## src/rtl/arm_fwd_pkg.sv

```systemverilog
// Shared types for the ARM forwarding/interlock scoreboard: producer classes,
// scoreboard entry layout and the class-to-ready-stage mapping.
package arm_fwd_pkg;

    typedef enum logic [1:0] {
        PROD_NONE,
        PROD_ALU,
        PROD_LOAD,
        PROD_MAC
    } prod_class_t;

    // Wide enough for any ready stage up to 15 stages past decode.
    localparam int STAGE_W = 4;

    localparam logic [3:0] REG_PC = 4'hF;

    typedef struct packed {
        logic               vld;
        logic               we;
        logic [3:0]         num;
        logic [STAGE_W-1:0] rdy_stage;
    } sb_entry_t;

    function automatic logic [STAGE_W-1:0] class_rdy_stage(
        input prod_class_t cls,
        input int          load_ready,
        input int          mac_latency
    );
        case (cls)
            PROD_LOAD: return STAGE_W'(load_ready);
            PROD_MAC:  return STAGE_W'(mac_latency);
            default:   return STAGE_W'(1);
        endcase
    endfunction

endpackage

```

## src/rtl/arm_fwd_port_check.sv

```systemverilog
// One decode read port checked against the whole scoreboard: picks the youngest
// matching producer and reports whether its result is not yet forwardable.
module arm_fwd_port_check
    import arm_fwd_pkg::*;
#(
    parameter int NUM_STAGES = 3,
    parameter int FSEL_W     = $clog2(NUM_STAGES + 1)
) (
    input  sb_entry_t [NUM_STAGES:1] sb,
    input  logic                     rd_en,
    input  logic [3:0]               rd_num,
    output logic [FSEL_W-1:0]        fwd_sel,
    output logic                     blocked
);

    logic found;

    // NOTE: every variable in an always_comb gets a default before any branch;
    // a path that leaves one unassigned would infer a latch.
    always_comb begin
        found   = 1'b0;
        fwd_sel = '0;
        blocked = 1'b0;
        for (int k = 1; k <= NUM_STAGES; k++) begin
            // Once the youngest match is found, older entries are stale and ignored.
            if (!found && rd_en && (rd_num != REG_PC) &&
                sb[k].vld && sb[k].we && (sb[k].num == rd_num)) begin
                found = 1'b1;
                if (k >= int'(sb[k].rdy_stage)) begin
                    fwd_sel = FSEL_W'(k);
                end else begin
                    blocked = 1'b1;
                end
            end
        end
    end

endmodule

```

## src/rtl/arm_fwd_scoreboard.sv

```systemverilog
// Forwarding/interlock unit: shift-register scoreboard of in-flight destinations,
// per-port operand select, decode stall and a saturating stall-cycle counter.
module arm_fwd_scoreboard
    import arm_fwd_pkg::*;
#(
    parameter  int NUM_RD_PORTS = 3,
    parameter  int NUM_STAGES   = 3,
    parameter  int MAC_LATENCY  = 2,
    parameter  int LOAD_READY   = 2,
    localparam int FSEL_W       = $clog2(NUM_STAGES + 1)
) (
    input  logic                                    clk,
    input  logic                                    rst,
    input  logic                                    id_valid,
    input  logic [NUM_RD_PORTS-1:0][3:0]            id_rd_num,
    input  logic [NUM_RD_PORTS-1:0]                 id_rd_mask,
    input  logic                                    id_wr_we,
    input  logic [3:0]                              id_wr_num,
    input  prod_class_t                             id_wr_class,
    input  logic                                    pipe_hold,
    input  logic                                    flush,
    output logic [NUM_RD_PORTS-1:0][FSEL_W-1:0]     fwd_sel,
    output logic                                    id_stall,
    output logic [15:0]                             stall_count
);

    sb_entry_t [NUM_STAGES:1] sb_q, sb_d;
    logic [15:0]              stall_count_q, stall_count_d;
    logic [NUM_RD_PORTS-1:0]  blocked;
    sb_entry_t                new_entry;

    for (genvar p = 0; p < NUM_RD_PORTS; p++) begin : g_port
        arm_fwd_port_check #(
            .NUM_STAGES (NUM_STAGES),
            .FSEL_W     (FSEL_W)
        ) u_port_check (
            .sb      (sb_q),
            .rd_en   (id_rd_mask[p]),
            .rd_num  (id_rd_num[p]),
            .fwd_sel (fwd_sel[p]),
            .blocked (blocked[p])
        );
    end

    assign id_stall    = id_valid & (|blocked) & ~flush;
    assign stall_count = stall_count_q;

    always_comb begin
        new_entry = '{vld:       id_valid,
                      we:        id_wr_we,
                      num:       id_wr_num,
                      rdy_stage: class_rdy_stage(id_wr_class, LOAD_READY, MAC_LATENCY)};
        sb_d          = sb_q;
        stall_count_d = stall_count_q;
        if (flush) begin
            for (int k = 1; k <= NUM_STAGES; k++) begin
                sb_d[k].vld = 1'b0;
            end
        end else if (!pipe_hold) begin
            for (int k = NUM_STAGES; k >= 2; k--) begin
                sb_d[k] = sb_q[k-1];
            end
            if (id_stall) begin
                // Bubble into EX; the stalled instruction is re-presented next cycle.
                sb_d[1] = '0;
                if (stall_count_q != 16'hFFFF) begin
                    stall_count_d = stall_count_q + 16'd1;
                end
            end else begin
                sb_d[1] = new_entry;
            end
        end
    end

    // NOTE: sequential state uses non-blocking assignments so every flop samples
    // pre-edge values regardless of statement order.
    always_ff @(posedge clk) begin
        if (rst) begin
            sb_q          <= '0;
            stall_count_q <= '0;
        end else begin
            sb_q          <= sb_d;
            stall_count_q <= stall_count_d;
        end
    end

endmodule
```

## config.mk

```make
export PLATFORM = sky130hd
export DESIGN_NAME = arm_fwd_scoreboard
export DESIGN_NICKNAME = d
export VERILOG_FILES = /design/src/rtl/arm_fwd_pkg.sv /design/src/rtl/arm_fwd_port_check.sv /design/src/rtl/arm_fwd_scoreboard.sv
export SDC_FILE = /design/constraint.sdc
export NUM_CORES = 1
export LEC_CHECK = 0
export CORE_MARGIN = 1
export CORE_UTILIZATION = 29
export CTS_BUF_LIST = sky130_fd_sc_hd__clkbuf_8 sky130_fd_sc_hd__clkbuf_16
export DETAILED_ROUTE_END_ITERATION = 7
export PLACE_DENSITY_LB_ADDON = 0.2
export REMOVE_ABC_BUFFERS = 1
export SYNTH_ARGS = -nofsm -noshare
export SYNTH_HDL_FRONTEND = slang
export SYNTH_SLANG_ARGS = --single-unit
```

## constraint.sdc

```tcl
create_clock -name clk -period 4.2 [get_ports clk]
set_input_delay 1.26 -clock clk [delete_from_list [all_inputs] [get_ports clk]]
set_output_delay 1.26 -clock clk [all_outputs]
set_load 0.01 [all_outputs]
```

==> flow_summary.yaml <==
status:
  outcome: "finished with violations"
  violations: "negative setup slack"
critical_path:
  worstSetupStartpointType: "input port"
  cp_slowest_stage_delay_ns: 0.38
  crit-reg2reg-launch: "sb_q[14]"
  worst-path-max-fanout: 3
  cp-end-kind: "output port"
  path_cells: "buf_8, xor2_2, nor4_2, nand2_1, or3_4, a21o_1, a21boi_2, nor2b_2, buf_2"
  r2r_end: "stall_count[5]"
  arrival_ns: 2.95
  cp_data_required_time_ns: 2.94
  crit_type: "input port to output port"
  reg2reg_slack_ns: 1.51
  worstRegToRegCells: 8
  cp_slowest_cell: "or3_4"
global_routing:
  antenna_found_initial: 0
  grt_max_degree: 48
  track_usage: 0.156
  grt-ovfl-total: 0
  grt_pass1_wl_um: 10700
  grt_pass1_vias: 2195
die:
  die_x_um: 93.7
  die_area_mm2: 0.00878
  floorplan.die.height_um: 93.7
  core_area_mm2: 0.00818
  ios: 50
  rows: 33
  start_util: 0.298
synth:
  netlist_top_cells_count: "56 x nand2_1, 38 x dfxtp_1, 22 x nor2_1, 22 x xnor2_1, 18 x nand3_1"
  ys_seq_area_frac: 0.312
  yosys_warnings: 0
  postSynthCellCount: 306
  synth_edf_count: 0
  yosys.area.top_type_share: 0.312
  synth_top_area_cell: "dfxtp_1"
  avgSynthCellArea_um2: 7.97
  synth_ff_type: "dfxtp_1"
  async_flop_share: 0
  synth_area_leaders: "dfxtp_1 31%, nand2_1 8.6%, xnor2_1 7.9%, mux2_2 5.1%, xor2_1 5.0%"
  synth-seq-cells: 38
  synth_area_mm2: 0.00244
  synth_cell_types: 51
  yosysMostFrequentCell: "nand2_1"
min_path:
  min_to: "sb_q[28]"
  worstHoldPathCells: 2
  min_from: "sb_q[28]"
  min_path_type: "flip-flop to flip-flop"
power:
  p_per_area_mw_per_mm2: 253
  finalPower_uw: 858
  leakage_nw: 1.27
  max-vdd-ir-drop_uv: 112
sta:
  grt_setup_unrepaired: "yes"
  setup_ws_ns: -0.0128
  max_slew_margin: 0.617
  period_share: 1.00
  tightest_slew_ns: 0.569
  max_clock_freq_mhz: 237
  hold_ws_ns: 0.462
  min_period_ns: 4.21
  fin_skew_ns: 0.0104
  slew_violations: 0
  finalSetupViolCount: 1
  hold_viol_final: 0
finish:
  utilization: 0.415
  antenna_cells: 0
  final_layout_size_suffix_gt1_frac: 0.221
  areaGrowthSynthToFinish_pct: 39.1
  num-nets-final: 403
  fillers: 846
  multi_input_area_mm2: 0.00166
  final_cells: 481
  seqCellArea_um2: 761
placement:
  dp.cells: 465
  io_buffers: 48
  gp_congestion: 0.809
  dp.final_hpwl_um: 4950
route:
  ant_nets: 0
  wl_per_cell_um: 14.0
  via_per_inst: 4.86
  drt_first_pass_iters: 5
  routed_wl_um: 6710
  route.detailed.drc: 0
  initialDrtViolationCount: 131
  vias: 2336
clocking:
  cts-buffers-inserted: 5
  ctsHoldBuffers: 0
  clk_latency_ns: 0.31
  cts_buffer_depth: 2
  cts_tree: "done"
  cts.sinks: 38
  cts_root_buf: "clkbuf_8"
  clk_pin_slew_ns: 0.09
  htreeDepth: 2
flow_run:
  cap_violations: 0
## kinds of logic (layout without fill, tap and decap cells)
group,Yosys count,in the layout,synth area share
xor+xnor,36,36,0.129
mux,15,15,0.0683
compound gates,53,53,0.159
flops,38,38,0.312
buf+inv,20,90,0.0385
simple gates,143,143,0.287
fa+ha+maj,1,1,0.00513
## area by class of cell
type,count,share of cell area
well taps,105,0.0387
repair buffers,80,0.204
clock inverters,3,0.0203
multi-input cells,248,0.490
clock buffers,5,0.0203
inverters,2,0.00221
flip-flops and latches,38,0.224
## worst max path at each step
stage,startpoint,to,slack (ns),cells after the start
floorplan,id_rd_num[11],id_stall,0.13,7
global placement,id_rd_num[11],id_stall,-0.74,9
detailed placement,id_rd_num[11],id_stall,-0.75,9
CTS,id_rd_num[9],id_stall,-0.06,9
global route,id_rd_num[8],id_stall,-0.06,9
finish,id_rd_num[8],id_stall,-0.01,9
## placed cells by master (no fill, tap or decap), types with 4 or more instances in the layout
master           instances
nor2b_1                 13
mux2_2                  11
a21oi_1                 14
nor2_1                  22
clkdlybuf4s50_1         29
xor2_1                  13
o21ai_0                  6
o32ai_1                  4
dfxtp_1                 38
nand4_1                  6
nand2_1                 56
nand3_1                 17
dlygate4sd2_1            9
xnor2_1                 22
buf_4                   32
nor3_1                   5
and2_1                   4
clkbuf_8                 5
## where the power goes
part	switching [mW]	leakage, nW	internal (mW)
sequential	0.00896	0.307	0.365
combinational	0.0460	0.890	0.0480
clock	0.152	0.0683	0.238
total	0.207	1.27	0.651
## state kept, by name, indices dropped and copies added (netlist names)
| name | flops |
|---|---|
| sb_q | 22 |
| stall_count | 16 |
## metal layers
layer	vias to the layer above	share of wire	GRT usage
met3	10	0.040	0.0251
met5	-	0	0
met1	1081	0.49	0.213
met4	0	0.021	0.0590
li1	1199	-	-
met2	46	0.45	0.247
## per-stage QoR
stage	instance area, µm²	setup TNS, ns	worst slack [ns]
3_3_place_gp	3140	-3.82	-0.738
2_1_floorplan	2350	0	0.133
3_5_place_dp	3140	-3.71	-0.749
6_report	3390	-0.0128	-0.0128
4_1_cts	3350	-0.0555	-0.0555
5_1_grt	3390	-0.0896	-0.0576
## repair_timing
item                                   CTS  global route
setup endpoints to repair                7             6
gates resized for setup                 51            11
pin swaps                                5             4
buffers inserted                         6             2
endpoints found under the hold margin    0             0
## worst max-delay path: cells and delay by family
family	cells	cell delay, ns
AOI/OAI and AO/OA	2	0.35
xor gates and xnor gates	1	0.14
buffers and inverters	2	0.23
and+or+nand+nor	4	0.98
Note: power is estimated with default switching activity, not from simulation.
